**src/rtl/sync_fifo_flex_pkg.sv**
```systemverilog
// rtl/sync_fifo_flex_pkg.sv - shared types and helpers for the flexible sync FIFO
package sync_fifo_flex_pkg;

    typedef enum logic {
        FIFO_STD  = 1'b0,
        FIFO_FWFT = 1'b1
    } fifo_mode_e;

    // Ceiling log2; usable in parameter expressions.
    function automatic int clog2(input int n);
        int r;
        r = 0;
        while ((1 << r) < n) r++;
        return r;
    endfunction

endpackage

```
**src/rtl/sync_fifo_flex_if.sv**
```systemverilog
// rtl/sync_fifo_flex_if.sv - write/read/status bundle between a producer-consumer and the FIFO
interface sync_fifo_flex_if #(
    parameter int DATA_WIDTH = 8,
    parameter int CW         = 4
);
    logic                  flush;
    logic                  wr_en;
    logic [DATA_WIDTH-1:0] wr_data;
    logic                  rd_en;
    logic [DATA_WIDTH-1:0] rd_data;
    logic                  full;
    logic                  empty;
    logic                  almost_full;
    logic                  almost_empty;
    logic [CW-1:0]         count;
    logic                  overflow;
    logic                  underflow;

    modport master (
        output flush, wr_en, wr_data, rd_en,
        input  rd_data, full, empty, almost_full, almost_empty, count, overflow, underflow
    );

    modport slave (
        input  flush, wr_en, wr_data, rd_en,
        output rd_data, full, empty, almost_full, almost_empty, count, overflow, underflow
    );
endinterface

```
**src/rtl/sync_fifo_flex_ram_sdp.sv**
```systemverilog
// rtl/sync_fifo_flex_ram_sdp.sv - simple dual-port storage, synchronous write, asynchronous read
module fifo_ram_sdp #(
    parameter int DATA_WIDTH = 8,
    parameter int DEPTH      = 8,
    parameter int AW         = 3
) (
    input  logic                  clk,
    input  logic                  we,
    input  logic [AW-1:0]         waddr,
    input  logic [DATA_WIDTH-1:0] wdata,
    input  logic [AW-1:0]         raddr,
    output logic [DATA_WIDTH-1:0] rdata
);
    logic [DATA_WIDTH-1:0] mem [DEPTH];

    always_ff @(posedge clk) begin
        if (we) mem[waddr] <= wdata;
    end

    assign rdata = mem[raddr];
endmodule

```
**src/rtl/sync_fifo_flex.sv**
```systemverilog
// rtl/sync_fifo_flex.sv - single-clock FIFO with any depth, std/FWFT read, thresholds, flush, sticky errors
module sync_fifo_flex
    import sync_fifo_flex_pkg::*;
#(
    parameter int DATA_WIDTH = 8,
    parameter int DEPTH      = 8,
    parameter int FWFT       = 0,
    parameter int AF_THRESH  = 6,
    parameter int AE_THRESH  = 1
) (
    input  logic             clk,
    input  logic             rst_n,
    sync_fifo_flex_if.slave  bus
);
    localparam int         AW   = (clog2(DEPTH) < 1) ? 1 : clog2(DEPTH);
    localparam int         CW   = clog2(DEPTH + 1);
    localparam fifo_mode_e MODE = (FWFT != 0) ? FIFO_FWFT : FIFO_STD;

    generate
        if (DEPTH < 2 || AF_THRESH < 1 || AF_THRESH > DEPTH ||
            AE_THRESH < 0 || AE_THRESH > DEPTH - 1) begin : g_bad_param
            $error("sync_fifo_flex: DEPTH/AF_THRESH/AE_THRESH out of range");
        end
    endgenerate

    logic [AW-1:0]         wr_ptr, rd_ptr;
    logic [CW-1:0]         count_q, count_nxt;
    logic                  full_q, empty_q, afull_q, aempty_q, ovf_q, unf_q;
    logic [DATA_WIDTH-1:0] ram_rd_data, rd_q;
    logic                  wr_acc, rd_acc, ram_we;

    assign wr_acc = bus.wr_en & ~full_q;
    assign rd_acc = bus.rd_en & ~empty_q;
    // Flush discards a same-cycle write; reset blocks stray writes into storage.
    assign ram_we = wr_acc & ~bus.flush & rst_n;

    // Explicit wrap keeps non-power-of-2 depths exact.
    function automatic logic [AW-1:0] ptr_inc(input logic [AW-1:0] p);
        return (p == AW'(DEPTH - 1)) ? '0 : p + AW'(1);
    endfunction

    always_comb begin
        count_nxt = count_q;
        if (wr_acc && !rd_acc)      count_nxt = count_q + CW'(1);
        else if (rd_acc && !wr_acc) count_nxt = count_q - CW'(1);
    end

    always_ff @(posedge clk or negedge rst_n) begin
        if (!rst_n) begin
            wr_ptr   <= '0;
            rd_ptr   <= '0;
            count_q  <= '0;
            full_q   <= 1'b0;
            empty_q  <= 1'b1;
            afull_q  <= 1'b0;
            aempty_q <= 1'b1;
            ovf_q    <= 1'b0;
            unf_q    <= 1'b0;
            rd_q     <= '0;
        end else if (bus.flush) begin
            wr_ptr   <= '0;
            rd_ptr   <= '0;
            count_q  <= '0;
            full_q   <= 1'b0;
            empty_q  <= 1'b1;
            afull_q  <= 1'b0;
            aempty_q <= 1'b1;
            ovf_q    <= 1'b0;
            unf_q    <= 1'b0;
        end else begin
            if (wr_acc) wr_ptr <= ptr_inc(wr_ptr);
            if (rd_acc) begin
                rd_ptr <= ptr_inc(rd_ptr);
                rd_q   <= ram_rd_data;
            end
            count_q  <= count_nxt;
            full_q   <= (count_nxt == CW'(DEPTH));
            empty_q  <= (count_nxt == '0);
            afull_q  <= (count_nxt >= CW'(AF_THRESH));
            aempty_q <= (count_nxt <= CW'(AE_THRESH));
            if (bus.wr_en && full_q)  ovf_q <= 1'b1;
            if (bus.rd_en && empty_q) unf_q <= 1'b1;
        end
    end

    fifo_ram_sdp #(
        .DATA_WIDTH (DATA_WIDTH),
        .DEPTH      (DEPTH),
        .AW         (AW)
    ) u_ram (
        .clk   (clk),
        .we    (ram_we),
        .waddr (wr_ptr),
        .wdata (bus.wr_data),
        .raddr (rd_ptr),
        .rdata (ram_rd_data)
    );

    assign bus.rd_data      = (MODE == FIFO_FWFT) ? ram_rd_data : rd_q;
    assign bus.full         = full_q;
    assign bus.empty        = empty_q;
    assign bus.almost_full  = afull_q;
    assign bus.almost_empty = aempty_q;
    assign bus.count        = count_q;
    assign bus.overflow     = ovf_q;
    assign bus.underflow    = unf_q;
endmodule

```
**src/flat_wrapper.sv**
```systemverilog
// flat-port wrapper written by rule: the top's interface ports become plain ports
module sync_fifo_flex_flat import sync_fifo_flex_pkg::*;
#(
    parameter int DATA_WIDTH = 8,
    parameter int DEPTH      = 8,
    parameter int FWFT       = 0,
    parameter int AF_THRESH  = 6,
    parameter int AE_THRESH  = 1
)
  (clk, rst_n, bus_flush, bus_wr_en, bus_wr_data, bus_rd_en, bus_rd_data, bus_full, bus_empty, bus_almost_full, bus_almost_empty, bus_count, bus_overflow, bus_underflow);
  sync_fifo_flex_if #(.DATA_WIDTH(DATA_WIDTH), .CW(4)) bus_i ();
  input  logic clk;
  input  logic rst_n;
  input wire logic [$bits(bus_i.flush)-1:0] bus_flush;
  input wire logic [$bits(bus_i.wr_en)-1:0] bus_wr_en;
  input wire logic [$bits(bus_i.wr_data)-1:0] bus_wr_data;
  input wire logic [$bits(bus_i.rd_en)-1:0] bus_rd_en;
  output wire logic [$bits(bus_i.rd_data)-1:0] bus_rd_data;
  output wire logic [$bits(bus_i.full)-1:0] bus_full;
  output wire logic [$bits(bus_i.empty)-1:0] bus_empty;
  output wire logic [$bits(bus_i.almost_full)-1:0] bus_almost_full;
  output wire logic [$bits(bus_i.almost_empty)-1:0] bus_almost_empty;
  output wire logic [$bits(bus_i.count)-1:0] bus_count;
  output wire logic [$bits(bus_i.overflow)-1:0] bus_overflow;
  output wire logic [$bits(bus_i.underflow)-1:0] bus_underflow;
  assign bus_i.flush = bus_flush;
  assign bus_i.wr_en = bus_wr_en;
  assign bus_i.wr_data = bus_wr_data;
  assign bus_i.rd_en = bus_rd_en;
  assign bus_rd_data = bus_i.rd_data;
  assign bus_full = bus_i.full;
  assign bus_empty = bus_i.empty;
  assign bus_almost_full = bus_i.almost_full;
  assign bus_almost_empty = bus_i.almost_empty;
  assign bus_count = bus_i.count;
  assign bus_overflow = bus_i.overflow;
  assign bus_underflow = bus_i.underflow;
  sync_fifo_flex #(.DATA_WIDTH(DATA_WIDTH), .DEPTH(DEPTH), .FWFT(FWFT), .AF_THRESH(AF_THRESH), .AE_THRESH(AE_THRESH)) u_core (.clk(clk), .rst_n(rst_n), .bus(bus_i));
endmodule
```
**config.mk**
```make
export PLATFORM = sky130hd
export DESIGN_NAME = sync_fifo_flex_flat
export DESIGN_NICKNAME = d
export VERILOG_FILES = /design/src/rtl/sync_fifo_flex_pkg.sv /design/src/rtl/sync_fifo_flex_if.sv /design/src/rtl/sync_fifo_flex_ram_sdp.sv /design/src/rtl/sync_fifo_flex.sv /design/src/flat_wrapper.sv
export SDC_FILE = /design/constraint.sdc
export NUM_CORES = 1
export LEC_CHECK = 0
export BUFFER_PORTS_ARGS = -buffer_cell sky130_fd_sc_hd__buf_2
export CAP_MARGIN = 5
export CELL_PAD_IN_SITES_DETAIL_PLACEMENT = 1
export CELL_PAD_IN_SITES_GLOBAL_PLACEMENT = 1
export CORE_ASPECT_RATIO = 1.25
export CORE_MARGIN = 5
export CORE_UTILIZATION = 46
export DETAILED_ROUTE_END_ITERATION = 6
export PLACE_DENSITY_LB_ADDON = 0.12
export SYNTH_ARGS = -nofsm -noshare
export SYNTH_HDL_FRONTEND = slang
export SYNTH_HIERARCHICAL = 1
export SYNTH_SLANG_ARGS = --single-unit
export TNS_END_PERCENT = 100
```
**constraint.sdc**
```tcl
create_clock -name clk -period 2.2 [get_ports clk]
set_clock_uncertainty 0.15 [all_clocks]
set_input_delay 0.22 -clock clk [delete_from_list [all_inputs] [get_ports clk]]
set_output_delay 0.22 -clock clk [all_outputs]
set_load 0.01 [all_outputs]
```
==> results by group <==
Layout
  – Number of diodes: 0
  – Final instance area: 0.00437 mm^2
  – P&R area growth vs syn: 17.7%
  – Multi-input logic area: 0.00111 mm^2
  – Register area: 0.00252 mm^2
  – # nets final: 278
  – Layout fillers: 743
  – Layout cells sized above 1: 0.341

Clock network
  – Inserted Clock Buffers: 9
  – Worst skew pair latency: 0.35 ns
  – CTS tree: yes
  – CTS root buf: clkbuf_8
  – Post-CTS resize count: 0
  – CTS H-tree lvls: 3
  – Setup bufs post-CTS: 0
  – Clock Path Buffers: 2
  – Clk pin slew, worst setup/hold paths: 0.09 ns
  – Clock Sinks: 88

Worst setup path
  – CP max stage cell: dlygate4sd3_1
  – FF-to-FF End: u_core/u_ram/mem[1][1]
  – Worst reg2reg path depth: 5
  – Start of the worst register-to-register path: u_core/bus.full
  – Crit path largest cell delay: 0.53 ns
  – Setup crit start kind: input port
  – Setup CP Type: in2reg
  – Crit path max fanout: 6
  – CP Launch Point: bus_wr_en
  – CP endpoint: u_core/u_ram/mem[1][1]
  – CP Capture Type: flop
  – Worst EP arrival: 2.06 ns
  – R2R setup slack: 0.11 ns
  – Req. time, crit path: 2.10 ns
  – Critical path, cell by cell: dlygate4sd3_1 > buf_2 > or2b_1 > nor3b_1 > nand2b_1 > nor2_1 > buf_4

Yosys
  – Commonest cells post-synth: edfxtp_1, dfrtp_1, mux2_2, mux4_1, nor2_1
  – Primary FF master, synth: edfxtp_1
  – Number of flops mapped to enable cells by yosys: 64
  – Leading post-synthesis cells by cell area: edfxtp_1, dfrtp_1, mux4_1
  – #FFs+latches synth: 88
  – Largest area contributor in the netlist: edfxtp_1
  – Syn Inst Count: 202
  – Most common cell in the netlist: edfxtp_1
  – Post-synthesis cell type count: 37
  – Top cell type's share of synthesized area: 0.518
  – Syn_nets: 221
  – Mapped Area: 0.00371 mm^2
  – Yosys warns: 6
  – Avg Cell Area, Syn: 18.4 um^2
  – FFs w/ async S/R, synth: 0.273
  – Register area share after synthesis: 0.680

STA
  – Final setup fails: 0
  – Max Clk Rate: 463 MHz
  – Hold Violations, Final: 0
  – Setup TNS: 0 ns
  – RSZ-0062 raised after global routing: yes
  – Final critical-path share of the clock period: 0.982
  – Minimum clock period: 2.16 ns
  – Fin. max-slew vios: 0
  – Relative slew slack: 0.611
  – Worst Max-Slew Pin Slew: 0.584 ns

Hold path
  – Hold WC Path Type: in2reg

Detailed routing
  – Via count: 2013
  – Initial DRC Count: 101
  – DR DRC count: 0
  – 1st-pass router iterations: 4
  – Routed wire length: 8000 um
  – Post-route antenna net violation count: 0
  – WL/cell: 22.3 um
  – Vias per inst: 5.61

Global route
  – Grt total ovfl: 0
  – Maximum number of pins on one net before global-route repair: 25
  – Initial antenna violation count: 0
  – M1 GR Usage: 0.195
  – Met3 usage: 0.0259
  – Global-route wire length before repair: 13000 um
  – Vias in the first global route: 2266
  – Overall routing resource usage: 0.173
  – Most Crowded Layer GR: met2
  – Met2 usage: 0.322

Placed design
  – Hpwl dp: 5560 um
  – Gpl congestion: 0.823
  – DP Area: 0.00407 mm^2
  – IO Port Bufs: 30

Power
  – Leakage: 0.00168 uW
  – Power per cell area: 935 mW/mm^2
  – Peak supply drop: 0.482 mV

Floorplanning
  – Starting density of the core: 0.474
  – Core Rows: 36
  – IO Pins: 31
  – Core Area: 0.00784 mm^2
  – Die width: 90.4 um
  – DIE HEIGHT: 110 um
  – Die area: 0.00998 mm^2

Status
  – Outcome: complete, no violations

Run
  – # Max-Cap Violations: 0
layer usage:
layer | part of all wire | vias to the layer above
met5 | 0 | -
met4 | 0.021 | 0
met3 | 0.029 | 12
met2 | 0.57 | 41
met1 | 0.38 | 1056
li1 | - | 904
repair_timing:
item | CTS | global route
hold buffers | 8 | 2
setup endpoints to repair | 0 | 12
endpoints found under the hold margin | 66 | 8
through the flow:
stage | util | instances | power (uW) | setup WS [ns] | hold WS [ns]
after CTS | 0.555 | 357 | 4140 | 0.0574 | 0.000990
after global placement | 0.519 | 333 | 2930 | 0.182 | 0.144
after detailed placement | 0.519 | 333 | 2980 | 0.119 | 0.164
after floorplan | - | 202 | 2680 | 0.179 | -0.226
after global routing | 0.558 | 359 | 4310 | -0.0556 | 0.0108
final | 0.558 | 359 | 4080 | 0.0388 | 0.0214
cell type report:
| cell class | count | area share |
|---|---|---|
| flip-flops and latches | 88 | 0.578 |
| inverters | 3 | 0.00258 |
| clock inverters | 5 | 0.0163 |
| clock buffers | 11 | 0.0301 |
| multi-input cells | 102 | 0.255 |
| well taps | 95 | 0.0272 |
| repair buffers | 55 | 0.0916 |
kinds of logic (layout without fill, tap and decap cells):
logic type	after synthesis	in the layout	share of synthesized area
xor gates and xnor gates	3	3	0.00708
DFF	88	88	0.680
adders and majority gates	7	7	0.0232
buffers and inverters	12	74	0.0232
and+or+nand+nor	44	44	0.0684
muxes	35	35	0.171
AOI/OAI and AO/OA	13	13	0.0266
worst max-delay path: cells and delay by family:
kind	cells	cell delay [ns]
buffers and inverters	3	0.89
AND/OR/NAND/NOR	4	0.96
registers in the layout (all words and copies together) (netlist names):
name                     flops
u_core/wr_ptr                3
u_core/bus.almost_empty      1
u_core/bus.underflow         1
u_core/bus.almost_full       1
u_core/bus.rd_data           8
u_core/rd_ptr                3
u_core/bus.empty             1
u_core/bus.overflow          1
u_core/bus.count             4
u_core/u_ram/mem            64
u_core/bus.full              1
cell usage in the layout, fill, tap and decap left out, types with 2 or more instances in the layout:
cell type,instances
mux4_1,15
mux2_4,2
a21oi_1,8
nor2b_1,2
inv_1,3
dlygate4sd3_1,10
mux2_2,16
clkinv_1,3
nor3b_1,2
nor2_1,15
buf_2,30
dfstp_2,2
nand2_1,6
bufinv_16,2
xnor2_1,2
buf_4,12
clkbuf_8,9
nor3_1,4
clkbuf_1,2
dfrtp_1,22
nand2b_1,3
ha_1,6
a22oi_2,2
edfxtp_1,64
nor2_2,3
buf_12,3
nor3_2,2
worst min path at each step:
stage | cells past startpoint | to | from | slack, ns
2_1_floorplan | 0 | u_core/bus.almost_full | rst_n | -0.23
3_5_place_dp | 2 | u_core/bus.rd_data[6] | rst_n | 0.16
4_1_cts | 1 | u_core/u_ram/mem[1][0] | bus_wr_data[0] | 0.001
3_3_place_gp | 2 | u_core/bus.rd_data[6] | rst_n | 0.14
5_1_grt | 1 | u_core/u_ram/mem[1][2] | bus_wr_data[2] | 0.01
6_report | 1 | u_core/u_ram/mem[1][2] | bus_wr_data[2] | 0.02
report_power, final:
part,leakage [uW],switching [uW],total [uW],internal [uW]
registers,0.000883,122,2060,1940
clock network,0.000100,516,1150,630
logic,0.000698,432,878,446
total,0.00168,1070,4080,3010
Power figures use the tool's default switching activity.
